==> src/rtl/text_console_writer.sv <==
// Cursor-tracking byte writer for the text-mode screen/color RAMs: prints, interprets control codes,
// and clears a line on row advance or the full screen on reset/form feed.
module text_console_writer #(
    parameter int          COLS       = 80,
    parameter int          ROWS       = 25,
    parameter int          TAB_W      = 8,
    parameter logic [7:0]  CLEAR_CHR  = 8'h20,
    parameter logic [7:0]  CLEAR_COLR = 8'h07
) (
    input  logic        clk,
    input  logic        rst_n,
    input  logic [7:0]  char_i,
    input  logic [7:0]  colr_i,
    input  logic        valid_i,
    output logic        ready_o,
    output logic [11:0] addr_o,
    output logic [7:0]  chr_o,
    output logic [7:0]  colr_o,
    output logic        wren_ms_o,
    output logic        wren_mc_o,
    output logic [6:0]  cursor_x_o,
    output logic [4:0]  cursor_y_o
);

    // state      | meaning
    // IDLE       | accepting bytes, ready_o high
    // CLR_LINE   | blanking the row the cursor just moved onto
    // CLR_SCREEN | blanking every visible cell, row-major
    typedef enum logic [1:0] {
        IDLE       = 2'd0,
        CLR_LINE   = 2'd1,
        CLR_SCREEN = 2'd2
    } state_t;

    localparam logic [7:0] COLS_W    = 8'(COLS);
    localparam logic [7:0] COLS_END  = 8'(COLS - 1);
    localparam logic [6:0] COLS_LAST = 7'(COLS - 1);
    localparam logic [5:0] ROWS_W    = 6'(ROWS);
    localparam logic [4:0] ROWS_LAST = 5'(ROWS - 1);
    localparam logic [7:0] TAB_MASK  = 8'(TAB_W - 1);

    state_t      state, state_n;
    logic [5:0]  clr_row, clr_row_n;
    logic [7:0]  clr_col, clr_col_n;
    logic [6:0]  cur_x, cur_x_n;
    logic [4:0]  cur_y, cur_y_n;
    logic        ready_q;
    logic [11:0] addr_q, addr_n;
    logic [7:0]  chr_q, chr_n;
    logic [7:0]  colr_q, colr_n;
    logic        wren_q, wren_n;

    logic        accept;
    logic        is_bs, is_tab, is_lf, is_ff, is_cr, printable;
    logic [7:0]  tab_x;
    logic        row_adv;
    logic [4:0]  y_adv;
    logic        clr_done;

    assign accept    = valid_i && ready_q;
    assign is_bs     = (char_i == 8'h08);
    assign is_tab    = (char_i == 8'h09);
    assign is_lf     = (char_i == 8'h0A);
    assign is_ff     = (char_i == 8'h0C);
    assign is_cr     = (char_i == 8'h0D);
    assign printable = !(is_bs || is_tab || is_lf || is_ff || is_cr);
    assign tab_x     = ({1'b0, cur_x} | TAB_MASK) + 8'd1;
    assign row_adv   = is_lf || (printable && (cur_x == COLS_LAST)) || (is_tab && (tab_x >= COLS_W));
    assign y_adv     = (cur_y == ROWS_LAST) ? 5'd0 : cur_y + 5'd1;
    // Column counter runs one past the last cell so the final write and the return to IDLE are separate cycles.
    assign clr_done  = (state == CLR_LINE) ? (clr_col == COLS_W) : (clr_row == ROWS_W);

    always_ff @(posedge clk or negedge rst_n) begin
        if (!rst_n) begin
            state   <= CLR_SCREEN;
            clr_row <= '0;
            clr_col <= '0;
            cur_x   <= '0;
            cur_y   <= '0;
            ready_q <= 1'b0;
            addr_q  <= '0;
            chr_q   <= '0;
            colr_q  <= '0;
            wren_q  <= 1'b0;
        end else begin
            state   <= state_n;
            clr_row <= clr_row_n;
            clr_col <= clr_col_n;
            cur_x   <= cur_x_n;
            cur_y   <= cur_y_n;
            ready_q <= (state_n == IDLE);
            addr_q  <= addr_n;
            chr_q   <= chr_n;
            colr_q  <= colr_n;
            wren_q  <= wren_n;
        end
    end

    always_comb begin
        state_n = state;
        case (state)
            IDLE: begin
                if (accept) begin
                    if (is_ff)
                        state_n = CLR_SCREEN;
                    else if (row_adv)
                        state_n = CLR_LINE;
                end
            end
            CLR_LINE, CLR_SCREEN: begin
                if (clr_done)
                    state_n = IDLE;
            end
            default: state_n = CLR_SCREEN;
        endcase
    end

    always_comb begin
        cur_x_n   = cur_x;
        cur_y_n   = cur_y;
        clr_row_n = clr_row;
        clr_col_n = clr_col;
        addr_n    = addr_q;
        chr_n     = chr_q;
        colr_n    = colr_q;
        wren_n    = 1'b0;
        case (state)
            IDLE: begin
                if (accept) begin
                    if (printable) begin
                        addr_n = {cur_y, cur_x};
                        chr_n  = char_i;
                        colr_n = colr_i;
                        wren_n = 1'b1;
                        if (cur_x != COLS_LAST)
                            cur_x_n = cur_x + 7'd1;
                    end
                    if (is_cr)
                        cur_x_n = 7'd0;
                    if (is_bs && (cur_x != 7'd0))
                        cur_x_n = cur_x - 7'd1;
                    if (is_tab && !row_adv)
                        cur_x_n = tab_x[6:0];
                    if (is_ff) begin
                        cur_x_n   = 7'd0;
                        cur_y_n   = 5'd0;
                        clr_row_n = 6'd0;
                        clr_col_n = 8'd0;
                    end
                    if (row_adv) begin
                        cur_x_n   = 7'd0;
                        cur_y_n   = y_adv;
                        clr_row_n = {1'b0, y_adv};
                        clr_col_n = 8'd0;
                    end
                end
            end
            CLR_LINE: begin
                if (!clr_done) begin
                    addr_n    = {clr_row[4:0], clr_col[6:0]};
                    chr_n     = CLEAR_CHR;
                    colr_n    = CLEAR_COLR;
                    wren_n    = 1'b1;
                    clr_col_n = clr_col + 8'd1;
                end
            end
            CLR_SCREEN: begin
                if (!clr_done) begin
                    addr_n = {clr_row[4:0], clr_col[6:0]};
                    chr_n  = CLEAR_CHR;
                    colr_n = CLEAR_COLR;
                    wren_n = 1'b1;
                    if (clr_col == COLS_END) begin
                        clr_col_n = 8'd0;
                        clr_row_n = clr_row + 6'd1;
                    end else begin
                        clr_col_n = clr_col + 8'd1;
                    end
                end
            end
            default: ;
        endcase
    end

    assign ready_o    = ready_q;
    assign addr_o     = addr_q;
    assign chr_o      = chr_q;
    assign colr_o     = colr_q;
    assign wren_ms_o  = wren_q;
    assign wren_mc_o  = wren_q;
    assign cursor_x_o = cur_x;
    assign cursor_y_o = cur_y;

endmodule
==> config.mk <==
export PLATFORM = sky130hd
export DESIGN_NAME = text_console_writer
export DESIGN_NICKNAME = d
export VERILOG_FILES = /design/src/rtl/text_console_writer.sv
export SDC_FILE = /design/constraint.sdc
export NUM_CORES = 1
export LEC_CHECK = 0
export BUFFER_PORTS_ARGS = -buffer_cell sky130_fd_sc_hd__buf_2
export CAP_MARGIN = 20
export CORE_MARGIN = 1
export CORE_UTILIZATION = 40
export CTS_BUF_LIST = sky130_fd_sc_hd__clkbuf_16
export CTS_CLUSTER_SIZE = 14
export DETAILED_ROUTE_END_ITERATION = 6
export PLACE_DENSITY = 0.63
export RECOVER_POWER = 25
export SLEW_MARGIN = 20
export SYNTH_ARGS = -nofsm -noshare
export SYNTH_HDL_FRONTEND = slang
export SYNTH_SLANG_ARGS = --single-unit
==> constraint.sdc <==
create_clock -name clk -period 5.2 [get_ports clk]
set_clock_uncertainty 0.15 [all_clocks]
set_input_delay 0 -clock clk [delete_from_list [all_inputs] [get_ports clk]]
set_output_delay 0 -clock clk [all_outputs]
set_load 0.05 [all_outputs]
; ---- Word-level counts from Yosys, hierarchy flattened
; Index checks and enable logic that the tools add are counted.
[word_totals]
regBits = 58
input_bits = 19
output_inout_bits = 43
wordCells = 110
[op_classes]
n_addsub = 6
order_cmp = 1
n_eq_ne = 21
n_mux = 45
reduce_logical = 27
[op_table]
columns = op, count
row1 = 8-bit 2-to-1 mux, 12
row2 = 7-bit 2-to-1 mux, 7
row3 = "8-bit by 4-bit == test with 1-bit output, second input constant", 5
row4 = 12-bit 2-to-1 mux, 3
row5 = 8-bit one-hot mux with 2 select lines, 2
row6 = 6-bit 2-to-1 mux, 5
row7 = 12-bit one-hot mux with 2 select lines, 1
row8 = 8-bit one-hot mux with 3 select lines, 1
row9 = "8-bit by 7-bit == test with 1-bit output, second input constant", 2
row10 = 5-bit 2-to-1 mux, 3
row11 = "2-bit != test, second input constant", 6
row12 = 6-bit one-hot mux with 2 select lines, 1
row13 = 5-bit AND reduction, 2
row14 = "7-bit by 1-bit adder with 8-bit output, second input constant", 1
row15 = "8-bit by 1-bit adder with 8-bit output, second input constant", 1
row16 = "8-bit by 7-bit greater-or-equal comparator with 1-bit output, second input constant", 1
row17 = 2-bit 2-to-1 mux, 4
row18 = 4-bit AND reduction, 2
row19 = "7-bit by 1-bit adder with 7-bit output, second input constant", 1
row20 = "7-bit == test, second input constant", 1
row21 = "7-bit != test, second input constant", 1
row22 = 7-bit nonzero test, 1
row23 = "7-bit by 1-bit subtractor with 7-bit output, second input constant", 1
row24 = "6-bit by 1-bit adder with 6-bit output, second input constant", 1
row25 = 19 further kinds, 35

; ---- Depth between registers and ports, before layout
[logic_depth]
word_depth = 14
ltp_mapped = 9

; ---- Worst setup path before layout
; Ideal clock, no wire load.
[synth_path]
path_kind = reg-to-reg
from = register cur_x[4], in the netlist cursor_x_o[4]
to = register clr_row[2]
setup_ps = 126
t_arrival_ps = 2705
required_time_ps = 4924
path_slack_ps = 2218
stages_incl_launch_ff = 10
n_path_buf = 1
synth_period_minus_slack_ps = 2982
path_cell_list = dfrtp_1 > clkbuf_1 > inv_1 > ha_1 > inv_1 > a221o_1 > o31a_1 > a31oi_1 > o21ai_1 > o32a_1
[synth_via]
elab_chain_cells = 7
elab_cells_between_ends = 12
[synth_lines]
columns = element, line_no
row1 = start: declaration, 45  ; logic [6:0] cur_x, cur_x_n;
row2 = start signal: assignment, 89  ; cur_x <= cur_x_n;
row3 = 7-bit by 1-bit adder with 8-bit output / 7-bit == test (equally long branches), "67, 68"
row4 = 8-bit by 7-bit greater-or-equal comparator with 1-bit output / 1-bit logical AND (equally long branches), 68  ; assign row_adv = is_lf || (printable && (cur_x == COLS_LAST)) || (is_tab && (tab_x >= COLS_W));
row5 = 1-bit logical AND / 1-bit logical OR (equally long branches), 68
row6 = 1-bit logical OR *, 68
row7 = 6-bit 2-to-1 mux, 150  ; if (row_adv) begin
row8 = 6-bit 2-to-1 mux, 129  ; if (accept) begin
row9 = 6-bit one-hot mux with 2 select lines, 127  ; case (state)
row10 = end signal: assignment, 87  ; clr_row <= clr_row_n;
row11 = end: declaration, 43  ; logic [5:0] clr_row, clr_row_n;
; Every way passes the cells marked *; elsewhere a longest branch is shown, timed or not. The select of a mux whose other input is x is not followed.
; A chain may end at the register's enable or synchronous reset.

==> summary.txt <==
STA
  • Final cycle utilization of the critical path: between 60 and 70%
  • Setup Viol. Count Final: 0
  • Highest clock rate: 303 MHz
  • Count of pins over their slew limit: 59
  • Slew @ Worst Pin: roughly 3200 ps
  • Shortest period the worst path allows: roughly 3300 ps
  • Setup repair after global routing missed its margin: no
  • Fin Setup TNS: 0 ps
  • Headroom to the max-slew limit: -111%
  • Final count of hold timing violations: 0

Global route
  • Total routing usage reported by global routing: 21.0%
  • Via count of the first global-routing pass: roughly 3100
  • Global-route wire length before repair: approximately 16000 µm
  • Global route overflow: 0
  • Largest net degree at the start of global routing: 59
  • Number of antenna violations at the first check in global routing: 0

Synthesis
  • Yosys top cell area share: between 30% and 40%
  • Area of the mapped netlist: approximately 3600 µm²
  • Number of enable-type register cells in the synthesized netlist: 0
  • Seq cells post-synth: between 50 and 60
  • Net count after synthesis: roughly 410
  • Dominant register cell in the synthesized netlist: sky130_fd_sc_hd__dfrtp_1
  • Synth cell types: 63
  • Cell type with the largest total area after synthesis: sky130_fd_sc_hd__dfrtp_1
  • Post-synthesis sequential area ratio: around two fifths
  • Synth warnings: 0
  • Top post-synthesis cells by area: sky130_fd_sc_hd__dfrtp_1 40%, sky130_fd_sc_hd__mux2_2 6.0%, sky130_fd_sc_hd__ha_1 5.2%, sky130_fd_sc_hd__o21ai_0 3.9%, sky130_fd_sc_hd__a22o_1 3.4%
  • Instance count of the mapped netlist: approximately 380
  • Fraction of synthesis flops using an asynchronous set or reset pin: 100%
  • Mean post-synth cell area: 9.55 µm²

Detailed routing
  • Metal2 WL: around 4600 µm
  • Routed Antenna Nets: 0
  • Via count: approximately 3300
  • Post-route DRC violation count: 0
  • WL per Instance: about 17 µm
  • Via density per instance: ~5.8
  • Met1 Routed Length: 4430 µm
  • Final wirelength: approximately 9600 µm
  • Routed met3 length: ~390 µm
  • Number of detailed-routing iterations run before antenna repair: 5
  • Starting DRT DRC Count: 232
  • Top metal layer carrying routed signals: met4

CTS
  • Buffer depth of the longest clock path: 2
  • # clock sinks: 58
  • Hold Buf Count CTS: 17
  • TritonCTS clock tree: done
  • Clock latency on the worst-skew pair: ~330 ps
  • Post-CTS setup repair buffer count: 0
  • H-tree Lvls: 3
  • Clock transition at the register clock pins on the worst setup and hold paths after CTS: 50 ps
  • Post-cts sizing count: 0
  • Root Buffer Master: sky130_fd_sc_hd__clkbuf_16
  • Number of buffers created by CTS: 9

Floorplan
  • Die Y-Extent: between 90 and 100 µm
  • Number of primary I/O pins: a little over 60
  • Die footprint: a little over 9000 µm²
  • Core outline area: a little under 9000 µm²
  • Die width: 96.6 µm
  • Number of rows created at floorplan: 34
  • Initial cell density of the core: 41.2%

Job
  • Reported max-cap violation count: 1

Cells and area
  • Final core area utilization: 50.7%
  • Inserted Diodes: 0
  • Fraction of layout instances using a drive strength above 1: 17.0%
  • Finished Layout Cells: roughly 560
  • Layout-stage area growth over the synthesis result: 22.9%
  • Count of nets after finishing: 483

Power
  • Net switching power: between 200 and 250 µW
  • Leak Pwr: 1.94 nW
  • Internal cell power: 891 µW
  • Share of total power consumed by net switching: between 20% and 30%
  • Part of the power in combinational logic: between 3 and 4%
  • Total Power: roughly 1.1 mW
  • Flop pwr share: about two fifths
  • Pwr/cell area: 259 nW/µm²
  • Portion of total power attributed to the clock network: between 50% and 60%
  • Maximum ir drop on the vdd rail: between 150 and 200 µV

Worst hold path
  • Min-delay src: valid_i
  • Hold crit path type: input pin to flop
  • Cell depth of the worst min-delay path: 4
  • Hold endpoint: cursor_x_o[4]

Placement
  • Port bufs: slightly above 60
  • Dpl cells: roughly 530
  • Post-DP HPWL: a little under 7000 µm
  • RePlAce Congestion: 0.950

Setup path
  • Beginning of the worst register-to-register path: cursor_x_o[4]
  • Crit-path slowest cell: sky130_fd_sc_hd__clkbuf_1
  • Crit path max fanout: a little under 60
  • Crit path kind: input pin to asynchronous set/reset pin
  • WP buf/inv: 3
  • Reg2reg end: clr_row[2]
  • Ordered list of cells on the worst path: dlygate4sd3_1 -> buf_2 -> clkbuf_1
  • Dominant delay contributor by cell family on the critical path: buffers and inverters
  • Critical Path Sink Type: asynchronous set/reset pin
  • Largest stage delay on the critical path: ~2200 ps
  • Depth of the worst register-to-register path: 8
  • Reg-to-reg setup timing slack: between 2000 and 2500 ps
  • Data required time at the worst endpoint: roughly 4800 ps
  • Kind of start point of the critical path: input pin
  • Arrival time reported for the critical path endpoint: 2880 ps

Status
  • Run status: finished, violations left
  • Violated checks: capacitance limit, slew limit
==> how the worst max path moves through the flow <==
stage	start	endpoint	slack, ps	cells past startpoint
final	rst_n	colr_o[3]	1900	3
after global routing	rst_n	chr_o[3]	1160	3
after CTS	cursor_x_o[4]	clr_row[2]	2220	8
after detailed placement	cursor_x_o[4]	clr_row[2]	2250	8
after global placement	cursor_x_o[4]	clr_row[2]	2310	8
after floorplan	cursor_x_o[4]	clr_row[2]	2220	9
==> per-layer routing <==
layer	vias up	track usage, %
met5	-	0
met4	0	7.00
met3	12	4.26
met2	109	34.4
met1	1587	27.8
li1	1553	-
==> flip-flops by register name, indices dropped and copies added, names as in the netlist <==
signal,count
addr_o,12
chr_o,8
clr_col,8
clr_row,6
colr_o,8
cursor_x_o,7
cursor_y_o,5
ready_o,1
state,2
wren_mc_o,1
==> worst min-delay path: cells and delay by family <==
family	cells	cell delay [ps]
compound gates	1	70
buf+inv	1	110
simple gates	2	300
==> layout by cell type (no fill, tap or decap), types with 3 or more instances in the layout <==
cell / n
sky130_fd_sc_hd__a21o_1: 3
sky130_fd_sc_hd__a21oi_1: 8
sky130_fd_sc_hd__a22o_1: 14
sky130_fd_sc_hd__a31oi_1: 6
sky130_fd_sc_hd__and2_1: 6
sky130_fd_sc_hd__and3_1: 9
sky130_fd_sc_hd__buf_2: 30
sky130_fd_sc_hd__clkbuf_1: 32
sky130_fd_sc_hd__clkbuf_16: 9
sky130_fd_sc_hd__clkinv_4: 3
sky130_fd_sc_hd__dfrtp_1: 57
sky130_fd_sc_hd__dlygate4sd3_1: 17
sky130_fd_sc_hd__ha_1: 15
sky130_fd_sc_hd__inv_1: 26
sky130_fd_sc_hd__mux2_2: 19
sky130_fd_sc_hd__nand2_1: 29
sky130_fd_sc_hd__nand2b_1: 3
sky130_fd_sc_hd__nand3_1: 15
sky130_fd_sc_hd__nand4_1: 6
sky130_fd_sc_hd__nor2_1: 15
sky130_fd_sc_hd__nor2b_1: 4
sky130_fd_sc_hd__nor3_1: 9
sky130_fd_sc_hd__o211ai_1: 5
sky130_fd_sc_hd__o21a_1: 3
sky130_fd_sc_hd__o21ai_0: 28
sky130_fd_sc_hd__o21ai_1: 4
sky130_fd_sc_hd__o221ai_1: 7
sky130_fd_sc_hd__o22a_1: 5
sky130_fd_sc_hd__o22ai_1: 3
sky130_fd_sc_hd__o2bb2ai_1: 6
sky130_fd_sc_hd__o31ai_1: 10
sky130_fd_sc_hd__xor2_1: 3
==> cell usage after synthesis, types with 4 or more instances <==
library cell                instances
sky130_fd_sc_hd__and3_1             9
sky130_fd_sc_hd__o31ai_1           10
sky130_fd_sc_hd__nor2_1            15
sky130_fd_sc_hd__nand2_1           29
sky130_fd_sc_hd__a21oi_1            8
sky130_fd_sc_hd__o22a_1             5
sky130_fd_sc_hd__inv_1             26
sky130_fd_sc_hd__nor3_1             9
sky130_fd_sc_hd__a22o_1            14
sky130_fd_sc_hd__o21ai_0           28
sky130_fd_sc_hd__o21ai_1            4
sky130_fd_sc_hd__dfrtp_1           57
sky130_fd_sc_hd__o221ai_1           7
sky130_fd_sc_hd__o211ai_1           5
sky130_fd_sc_hd__nand4_1            6
sky130_fd_sc_hd__nor2b_1            4
sky130_fd_sc_hd__mux2_2            19
sky130_fd_sc_hd__o2bb2ai_1          6
sky130_fd_sc_hd__a31oi_1            6
sky130_fd_sc_hd__and2_1             6
sky130_fd_sc_hd__clkbuf_1           9
sky130_fd_sc_hd__nand3_1           15
sky130_fd_sc_hd__ha_1              15
==> cell families (layout without fill, tap and decap cells) <==
family                     after synthesis  in the layout  share of synthesized area, %
muxes                                   21             21                          6.54
buffers and inverters                   42            121                          5.03
AOI/OAI and AO/OA                      120            120                          24.0
xor gates and xnor gates                 4              4                         0.979
adders and majority gates               15             15                          5.24
DFF                                     58             58                          40.6
and+or+nand+nor                        115            115                          17.6
==> power by group through the flow <==
stage	Combinational, mW	Sequential, mW	Clock (mW)
floorplan	0.00862	0.461	0
global placement	0.0297	0.460	0
detailed placement	0.0301	0.460	0
CTS	0.0398	0.452	0.661
global route	0.0436	0.452	0.682
finish	0.0393	0.452	0.648
==> cell type report <==
cell class / count / area (µm²)
timing repair buffer: 79 / 440
inverter: 26 / 97.6
fill: 857 / 4280
sequential: 58 / 1450
multi-input combinational: 275 / 1950
clock buffer: 9 / 225
clock inverter: 7 / 103
tap: 108 / 135
==> stage by stage <==
stage               hold WS (ps)  area (µm²)  setup WS, ps
floorplan                   -446        3580          2220
global placement            54.3        3950          2310
detailed placement          60.2        3950          2250
CTS                         61.1        4440          2220
global route                 151        4400          1160
finish                      47.4        4400          1900
No activity file was read; power rests on OpenSTA's default activity.
